--- config.mk ---
export PLATFORM = sky130hd
export DESIGN_NAME = awg_sweep_ctrl
export DESIGN_NICKNAME = d
export VERILOG_FILES = /design/src/rtl/awg_pkg.sv /design/src/rtl/awg_dwell_timer.sv /design/src/rtl/awg_sweep_ctrl.sv
export SDC_FILE = /design/constraint.sdc
export NUM_CORES = 1
export LEC_CHECK = 0
export BUFFER_PORTS_ARGS = -buffer_cell sky130_fd_sc_hd__buf_4
export CAP_MARGIN = 5
export CORE_ASPECT_RATIO = 0.9
export CORE_MARGIN = 1.5
export CORE_UTILIZATION = 59
export DETAILED_ROUTE_END_ITERATION = 7
export PLACE_DENSITY = 0.92
export SLEW_MARGIN = 20
export SYNTH_ARGS = -nofsm -noshare
export SYNTH_HDL_FRONTEND = slang
export SYNTH_HIERARCHICAL = 1
export SYNTH_SLANG_ARGS = --single-unit
--- constraint.sdc ---
create_clock -name clk -period 5.3 [get_ports clk]
set_input_delay 1.325 -clock clk [delete_from_list [all_inputs] [get_ports clk]]
set_output_delay 1.325 -clock clk [all_outputs]
set_load 0.01 [all_outputs]
--- src/rtl/awg_pkg.sv ---
// Shared definitions for the AWG sweep controller family.
// Holds the default widths, the sweep mode encodings and the controller state type.
// Contains no logic, so it has no latency and no backpressure.
package awg_pkg;

    // Default widths of the generator control words
    localparam int DEF_FREQ_W  = 12;
    localparam int DEF_AMP_W   = 4;
    localparam int DEF_PH_W    = 8;
    localparam int DEF_DWELL_W = 16;

    // Sweep modes; encoding 3 is reserved and behaves like single
    localparam logic [1:0] MODE_SINGLE = 2'd0;
    localparam logic [1:0] MODE_REPEAT = 2'd1;
    localparam logic [1:0] MODE_UPDOWN = 2'd2;

    // Amplitude is a divisor in the generator and must never be zero
    localparam int AMP_MIN = 1;

    typedef enum logic [1:0] {
        IDLE     = 2'd0,
        RUN_UP   = 2'd1,
        RUN_DOWN = 2'd2
    } state_t;

endpackage

--- src/rtl/awg_dwell_timer.sv ---
// Load/decrement dwell counter with an expire flag.
// Latency: a load is visible on the next edge; expired_o is high while the count is zero.
// Backpressure: none; a load always wins over the decrement.
module awg_dwell_timer #(
    parameter int W = 16
) (
    input  logic         clk,
    input  logic         rst,
    input  logic         load_i,
    input  logic [W-1:0] load_val_i,
    output logic         expired_o
);

    logic [W-1:0] cnt_q;
    logic [W-1:0] cnt_d;

    // Next count: reload on request, otherwise count down and park at zero
    always_comb begin
        cnt_d = cnt_q;
        if (load_i) begin
            cnt_d = load_val_i;
        end else if (cnt_q != '0) begin
            cnt_d = cnt_q - 1'b1;
        end
    end

    // Count register
    always_ff @(posedge clk) begin
        if (rst) begin
            cnt_q <= '0;
        end else begin
            cnt_q <= cnt_d;
        end
    end

    assign expired_o = (cnt_q == '0);

endmodule

--- src/rtl/awg_sweep_ctrl.sv ---
// Frequency sweep sequencer driving the freq/amp/phase/en inputs of the waveform generator.
// Latency: start/cfg_wr/stop take effect on the next edge; every output is registered.
// Backpressure: cfg_wr while a sweep runs is dropped and flagged with a cfg_err pulse.
module awg_sweep_ctrl
    import awg_pkg::*;
#(
    parameter int FREQ_W  = DEF_FREQ_W,
    parameter int AMP_W   = DEF_AMP_W,
    parameter int PH_W    = DEF_PH_W,
    parameter int DWELL_W = DEF_DWELL_W
) (
    input  logic               clk,
    input  logic               rst,
    input  logic               cfg_wr,
    input  logic [FREQ_W-1:0]  cfg_f_start,
    input  logic [FREQ_W-1:0]  cfg_f_stop,
    input  logic [FREQ_W-1:0]  cfg_f_step,
    input  logic [DWELL_W-1:0] cfg_dwell,
    input  logic [1:0]         cfg_mode,
    input  logic [AMP_W-1:0]   cfg_amp,
    input  logic [PH_W-1:0]    cfg_phase,
    output logic               cfg_ack,
    output logic               cfg_err,
    input  logic               start,
    input  logic               stop,
    output logic               busy,
    output logic               done,
    output logic               gen_en,
    output logic [FREQ_W-1:0]  gen_freq,
    output logic [AMP_W-1:0]   gen_amp,
    output logic [PH_W-1:0]    gen_phase
);

    localparam logic [AMP_W-1:0] AMP_RST = AMP_W'(AMP_MIN);

    state_t               state_q;
    logic [FREQ_W-1:0]    f_start_q, f_stop_q, f_step_q;
    logic [DWELL_W-1:0]   dwell_q;
    logic [1:0]           mode_q;
    logic [AMP_W-1:0]     amp_q;
    logic [PH_W-1:0]      phase_q;
    logic                 cfg_ack_q, cfg_err_q, busy_q, done_q, gen_en_q;
    logic [FREQ_W-1:0]    gen_freq_q;
    logic [AMP_W-1:0]     gen_amp_q;
    logic [PH_W-1:0]      gen_phase_q;

    logic                 idle, cfg_take, launch, tmr_load, expired, degen;
    logic [AMP_W-1:0]     cfg_amp_safe;
    logic [FREQ_W-1:0]    eff_start;
    logic [AMP_W-1:0]     eff_amp;
    logic [PH_W-1:0]      eff_phase;
    logic [DWELL_W-1:0]   eff_dwell, tmr_val;
    logic [FREQ_W:0]      up_sum, dn_diff;
    logic [FREQ_W-1:0]    up_nxt, dn_nxt;

    // Config forwarding, launch/reload decisions and clamped step values
    always_comb begin
        idle         = (state_q == IDLE);
        cfg_take     = cfg_wr && idle;
        launch       = idle && start && !stop;
        cfg_amp_safe = (cfg_amp == '0) ? AMP_RST : cfg_amp;
        // A write in the launch cycle is forwarded so the sweep sees the new values
        eff_start    = cfg_take ? cfg_f_start  : f_start_q;
        eff_amp      = cfg_take ? cfg_amp_safe : amp_q;
        eff_phase    = cfg_take ? cfg_phase    : phase_q;
        eff_dwell    = cfg_take ? cfg_dwell    : dwell_q;
        tmr_load     = launch || (!idle && !stop && expired);
        tmr_val      = idle ? eff_dwell : dwell_q;
        // Zero step or an empty/inverted range parks the sweep at f_start
        degen        = (f_step_q == '0) || (f_start_q >= f_stop_q);
        // One extra bit so the sum cannot wrap and the difference exposes underflow
        up_sum       = {1'b0, gen_freq_q} + {1'b0, f_step_q};
        dn_diff      = {1'b0, gen_freq_q} - {1'b0, f_step_q};
        up_nxt       = (up_sum >= {1'b0, f_stop_q}) ? f_stop_q : up_sum[FREQ_W-1:0];
        dn_nxt       = (dn_diff[FREQ_W] || (dn_diff[FREQ_W-1:0] <= f_start_q))
                       ? f_start_q : dn_diff[FREQ_W-1:0];
    end

    awg_dwell_timer #(.W(DWELL_W)) u_dwell (
        .clk        (clk),
        .rst        (rst),
        .load_i     (tmr_load),
        .load_val_i (tmr_val),
        .expired_o  (expired)
    );

    // Sweep FSM, shadow config and all registered outputs
    always_ff @(posedge clk) begin
        if (rst) begin
            state_q     <= IDLE;
            f_start_q   <= '0;
            f_stop_q    <= '0;
            f_step_q    <= '0;
            dwell_q     <= '0;
            mode_q      <= MODE_SINGLE;
            amp_q       <= AMP_RST;
            phase_q     <= '0;
            cfg_ack_q   <= 1'b0;
            cfg_err_q   <= 1'b0;
            busy_q      <= 1'b0;
            done_q      <= 1'b0;
            gen_en_q    <= 1'b0;
            gen_freq_q  <= '0;
            gen_amp_q   <= AMP_RST;
            gen_phase_q <= '0;
        end else begin
            cfg_ack_q <= cfg_take;
            cfg_err_q <= cfg_wr && !idle;
            done_q    <= 1'b0;
            if (cfg_take) begin
                f_start_q <= cfg_f_start;
                f_stop_q  <= cfg_f_stop;
                f_step_q  <= cfg_f_step;
                dwell_q   <= cfg_dwell;
                mode_q    <= cfg_mode;
                amp_q     <= cfg_amp_safe;
                phase_q   <= cfg_phase;
            end
            case (state_q)
                IDLE: begin
                    if (launch) begin
                        state_q     <= RUN_UP;
                        busy_q      <= 1'b1;
                        gen_en_q    <= 1'b1;
                        gen_freq_q  <= eff_start;
                        gen_amp_q   <= eff_amp;
                        gen_phase_q <= eff_phase;
                    end
                end
                RUN_UP: begin
                    if (stop) begin
                        state_q  <= IDLE;
                        busy_q   <= 1'b0;
                        gen_en_q <= 1'b0;
                    end else if (expired && !degen) begin
                        if (gen_freq_q == f_stop_q) begin
                            case (mode_q)
                                MODE_REPEAT: gen_freq_q <= f_start_q;
                                MODE_UPDOWN: begin
                                    state_q    <= RUN_DOWN;
                                    gen_freq_q <= dn_nxt;
                                end
                                default: begin
                                    state_q  <= IDLE;
                                    busy_q   <= 1'b0;
                                    gen_en_q <= 1'b0;
                                    done_q   <= 1'b1;
                                end
                            endcase
                        end else begin
                            gen_freq_q <= up_nxt;
                        end
                    end
                end
                RUN_DOWN: begin
                    if (stop) begin
                        state_q  <= IDLE;
                        busy_q   <= 1'b0;
                        gen_en_q <= 1'b0;
                    end else if (expired) begin
                        if (gen_freq_q == f_start_q) begin
                            state_q    <= RUN_UP;
                            gen_freq_q <= up_nxt;
                        end else begin
                            gen_freq_q <= dn_nxt;
                        end
                    end
                end
                default: state_q <= IDLE;
            endcase
        end
    end

    assign cfg_ack   = cfg_ack_q;
    assign cfg_err   = cfg_err_q;
    assign busy      = busy_q;
    assign done      = done_q;
    assign gen_en    = gen_en_q;
    assign gen_freq  = gen_freq_q;
    assign gen_amp   = gen_amp_q;
    assign gen_phase = gen_phase_q;

endmodule

## Word-level counts from Yosys, hierarchy flattened

Index checks and enable logic that the tools add are counted.

- $add $sub $neg: 3
- $lt $le $gt $ge: 3
- Eq/ne operators: 19
- Muxes and demuxes: 36
- Bitwise gates (word level): 3
- Reduce and logical (&&, ||, !) cells: 26

Operators by type and width:

| cell | count |
|---|---|
| 12-bit 2-to-1 mux | 10 |
| 16-bit 2-to-1 mux | 4 |
| 12-bit case mux with 3 select lines | 1 |
| 12-bit == test | 2 |
| 12-bit case mux with 2 select lines | 1 |
| 3-bit inequality test, second input constant | 6 |
| 16-bit zero test | 1 |
| 16-bit nonzero test | 1 |
| 16-bit by 1-bit subtractor with 16-bit output, second input constant | 1 |
| 2-bit 2-to-1 mux | 7 |
| 12-bit by 12-bit adder with 13-bit output | 1 |
| 13-bit by 12-bit >= comparator with 1-bit output | 1 |
| 12-bit by 12-bit subtractor with 13-bit output | 1 |
| 12-bit >= comparator | 1 |
| 12-bit <= comparator | 1 |
| 12-bit zero test | 1 |
| 6-bit AND reduction | 2 |
| 2-bit inequality test, second input constant | 5 |
| 4-bit 2-to-1 mux | 2 |
| 8-bit 2-to-1 mux | 1 |
| 1-bit logical AND | 7 |
| 1-bit 2-to-1 mux | 7 |
| 7-bit AND reduction | 1 |
| 2-bit case mux with 3 select lines | 1 |
| 16 further kinds | 24 |

- Register bits after elaboration: 112
- Input bits: 71
- Output and inout bits: 29
- Logic and storage cells: 106

## Depth between registers and ports, before layout

- Depth after elaboration: 9
- Mapped depth: 20
- Depth with buffers taken out: 18

## By module

The synthesis kept the hierarchy.

Modules (own cells, without submodules):

| module | instances | cells an instance | area each (um2) | sequential area each (um2) |
|---|---|---|---|---|
| awg_sweep_ctrl | 1 | 810 | 6388.6 | 1921.8 |
| awg_dwell_timer | 1 | 112 | 902.1 | 320.3 |

## Worst setup path after synthesis

OpenSTA, ideal clock, no wires.

- Kind: reg-to-reg
- Start: register gen_freq_q[0] (netlist: gen_freq[0])
- End: register gen_freq_q[2] (netlist: gen_freq[2])
- Setup time: 0.132 ns
- Arrival: 3.909 ns
- Data required time: 5.168 ns
- Path slack: 1.259 ns
- Cell stages (with the launch flop): 19
- Buffers on the path: 0
- Clock period less this slack: 4.041 ns
- Cells stage by stage: dfxtp_1 -> inv_1 -> ha_1 -> fa_1 -> nor2b_4 -> o31a_1 -> o211a_1 -> nor2_1 -> o21ai_0 -> xor2_1 -> ha_1 -> a21oi_1 -> nand2_1 -> a2111o_1 -> o311ai_4 -> nor2_4 -> mux2_4 -> a2111oi_2 -> nor3_1

- Word-level cells in the longest chain between the ends: 9
- Elaborated cells between the ends (all ways): 19
- Classes of those cells: add/sub (2); order compare (2); eq/ne (3); mux (10); reduce/logical (2)

Ends and longest elaborated chain:

| element | line | source |
|---|---|---|
| start: declaration | awg_sweep_ctrl.sv:43 | `logic [FREQ_W-1:0] gen_freq_q;` |
| start signal: assignment | awg_sweep_ctrl.sv:125 | `gen_freq_q <= eff_start;` |
| start signal: assignment | awg_sweep_ctrl.sv:138 | `MODE_REPEAT: gen_freq_q <= f_start_q;` |
| start signal: assignment | awg_sweep_ctrl.sv:141 | `gen_freq_q <= dn_nxt;` |
| 12-bit by 12-bit subtractor with 13-bit output | awg_sweep_ctrl.sv:73 | `dn_diff = {1'b0, gen_freq_q} - {1'b0, f_step_q};` |
| 12-bit <= comparator | awg_sweep_ctrl.sv:75 | `dn_nxt = (dn_diff[FREQ_W] \|\| (dn_diff[FREQ_W-1:0] <= f_start_q))` |
| 1-bit logical OR | awg_sweep_ctrl.sv:75 |  |
| 12-bit 2-to-1 mux | awg_sweep_ctrl.sv:76 | `? f_start_q : dn_diff[FREQ_W-1:0];` |
| 12-bit case mux with 2 select lines | awg_sweep_ctrl.sv:137 | `case (mode_q)` |
| 12-bit 2-to-1 mux | awg_sweep_ctrl.sv:136 | `if (gen_freq_q == f_stop_q) begin` |
| 12-bit 2-to-1 mux | awg_sweep_ctrl.sv:135 | `end else if (expired && !degen) begin` |
| 12-bit 2-to-1 mux | awg_sweep_ctrl.sv:131 | `if (stop) begin` |
| 12-bit case mux with 3 select lines | awg_sweep_ctrl.sv:119 | `case (state_q)` |

Several ways; a longest one is shown, not always the timed one. The select of a mux whose other input is x is not followed.
A chain may end at the register's enable or synchronous reset.

## Worst setup path in the final report

Same ends and word-level chain as after synthesis.

==> results.ini <==
[sta]
rsz0062_at_grt=false
finalSetupTns_ns=0
skew_ns=0.0141
slew_viol_final=0
final.period_utilization=0.845
slew_headroom=0.240
fmaxAchievable_mhz=223
tightest_slew_ns=1.14
layout_setup_ws_ns=0.823
finalHoldViolations=0
post-route-min-period_ns=4.48
setup_viol=0
whs_ns=0.471

[logic_synthesis]
synth-seq-cells=112
syn_inst=922
synth_edf_count=0
syn_nets=1062
ys_top_cells_by_area=dfxtp_1 (31%), ha_1 (11%), nand2_1 (7.6%)
synth_ff_type=dfxtp_1
ys_types=67
synthArstFlopShare=0
syn_area_sq_um=7290
yosysWarningCount=6
yosysTopAreaCellShare=0.308
synth_top_cell_by_area=dfxtp_1
syn_area_per_cell_sq_um=7.91
yosysSeqAreaShare=0.308

[finish]
final_cells=1160
n_fill_cell=922
drive_above_1_share=0.139
n_antenna_cell=0
nets=1135
areaGrowthSynthToFinish_pct=15.5

[hold_path]
holdCritStartpoint=dwell_q[4]
min_path_type=flip-flop to flip-flop

[route]
drc=0
drt-initial-drc-count=732
vias=7102
vias_per_cell=6.12
first_pass_iters=6
routed_wl_mm=20.9
wl_per_cell_um=18.0
antenna_left=0

[floorplan]
io_pins=100
core_sq_um=12000
die_area_sq_um=13000
die_h_um=108
die_x_um=120
start_util=0.606
core.rowCount=38

[global_route]
antenna_found_initial=0
grt_start_max_net_pins=67
first_global_vias=6589
grt_use_total=0.323
grt.overflow.total=0
grt_first_pass_wirelength_mm=33.1

[clocking]
cts_tree=done
clk_latency_ns=0.37
cts_max_level=3
clk_pin_slew_worst_paths_ns=0.09
ctsHoldBuffers=0
root_buffer=clkbuf_16
clock_sinks=112
cts.path.max_buffers=2
post_cts_buffers=0
cts_made_buffers=9
cts_resized=0

[worst_setup_path]
required_ns=5.52
crit_fanout=10
end_kind=flip-flop
reg2reg_to=gen_freq[2]
reg2reg_slack_ns=0.82
crit_arrival_ns=4.70
crit_type=flip-flop to flip-flop
r2r-start=gen_freq[0]
startpoint_type=flip-flop
cp-endpoint=gen_freq[2]
crit_start=gen_freq[0]
rr_worst_depth=18

[pwr]
max-vdd-ir-drop_uv=267
cellLeakagePower_nw=3.66
pwr-share-seq=0.301
p_sw_frac=0.437
power.switching_mw=1.64
power_density_nw_per_um2=446
pwr-share-comb=0.510
p_int_mw=2.12
pwr-share-clk=0.189

[place]
place_hpwl_mm=15.1
preCtsSetupSlack_ns=0.978
gp_routability_congestion=0.980
dp.cells=1144
port_buffers=99

[status]
outcome=finished clean

[job]
drv_cap=0

==> flip-flops by register name, summed over array words and instances, names as in the netlist <==
register	cells
state_q	2
f_start_q	12
done	1
gen_phase	8
f_step_q	12
cfg_ack	1
cfg_err	1
gen_freq	12
amp_q	4
f_stop_q	12
gen_en	1
gen_amp	4
dwell_q	16
u_dwell/cnt_q	16
mode_q	2
phase_q	8
==> worst max-delay path, stage by stage, from the launching register on <==
cell       delay, ns
dfxtp_1         0.49
inv_1           0.08
ha_1            0.23
fa_1            0.44
nor2b_4         0.14
o31a_1          0.18
o211a_1         0.21
nor2_1          0.07
o21ai_0         0.19
xor2_1          0.24
ha_1            0.29
a21oi_1         0.16
nand2_1         0.08
a2111o_1        0.44
o311ai_4        0.20
nor2_4          0.13
mux2_4          0.33
a2111oi_2       0.35
nor3_1          0.07
==> worst min-delay path by stage <==
stage | endpoint | slack [ns] | depth (start not counted)
2_1_floorplan | dwell_q[0] | 0.44 | 2
3_3_place_gp | dwell_q[11] | 0.45 | 2
3_5_place_dp | dwell_q[12] | 0.46 | 2
4_1_cts | dwell_q[12] | 0.47 | 2
5_1_grt | dwell_q[4] | 0.49 | 2
6_report | dwell_q[4] | 0.47 | 2
==> stage by stage <==
stage                     cell area, sq um  total power [mW]   util
after floorplan                       7290              2.51      -
after detailed placement              8120              2.99  0.675
after CTS                             8420              3.71  0.700
after global routing                  8420              3.99  0.700
final                                 8420              3.76  0.700
after global placement                8110              2.96  0.674
==> cell type report <==
cell class | instances | area, sq um | share of cell area
clock buffers | 9 | 225 | 0.0267
clock inverters | 7 | 80.1 | 0.00951
inverters | 59 | 221 | 0.0263
multi-input cells | 705 | 4640 | 0.551
flip-flops and latches | 112 | 2240 | 0.266
well taps | 160 | 200 | 0.0238
repair buffers | 108 | 811 | 0.0963
==> cells in the final DEF (no fill, tap or decap), types with 7 or more instances in the layout <==
cell         n
dfxtp_1    112
a211oi_1    36
inv_1       59
o21ai_0     29
clkbuf_16    9
nand2_1    146
nor3_1      14
nor2_1      90
buf_4      108
o211ai_1     9
nand4_1     12
nor4_1       7
ha_1        67
xor2_1       9
mux2i_1     39
nand2b_1    10
a21oi_1     93
xnor2_1     42
nand3_1     10
==> kinds of logic (layout without fill, tap and decap cells) <==
logic type / count (synthesis) / in the layout / synth area share
mux: 41 / 41 / 0.0571
compound gates: 220 / 220 / 0.197
xor+xnor: 51 / 51 / 0.0613
flops: 112 / 112 / 0.308
simple gates: 324 / 324 / 0.200
buf+inv: 105 / 183 / 0.0565
fa+ha+maj: 69 / 69 / 0.120
==> routing by layer <==
layer	wire, um	part of all wire	global-route usage
met1	9050	0.43	0.437
met2	8900	0.43	0.495
met3	2130	0.10	0.0770
met4	797	0.038	0.133
met5	0	0	0
==> power groups by stage <==
stage	registers (mW)	logic [mW]	clock network, mW
global placement	1.14	1.82	0
CTS	1.12	1.87	0.714
finish	1.13	1.92	0.710
floorplan	1.11	1.40	0
global route	1.15	2.10	0.746
detailed placement	1.14	1.85	0
==> synth_stat cells (14+ instances only) <==
| cell | n |
|---|---|
| nand2_1 | 147 |
| dfxtp_1 | 112 |
| a21oi_1 | 93 |
| nor2_1 | 90 |
| ha_1 | 67 |
| inv_1 | 59 |
| xnor2_1 | 42 |
| clkbuf_1 | 40 |
| mux2i_1 | 39 |
| a211oi_1 | 36 |
| o21ai_0 | 29 |
| nor3_1 | 14 |
No activity file was read; power rests on OpenSTA's default activity.
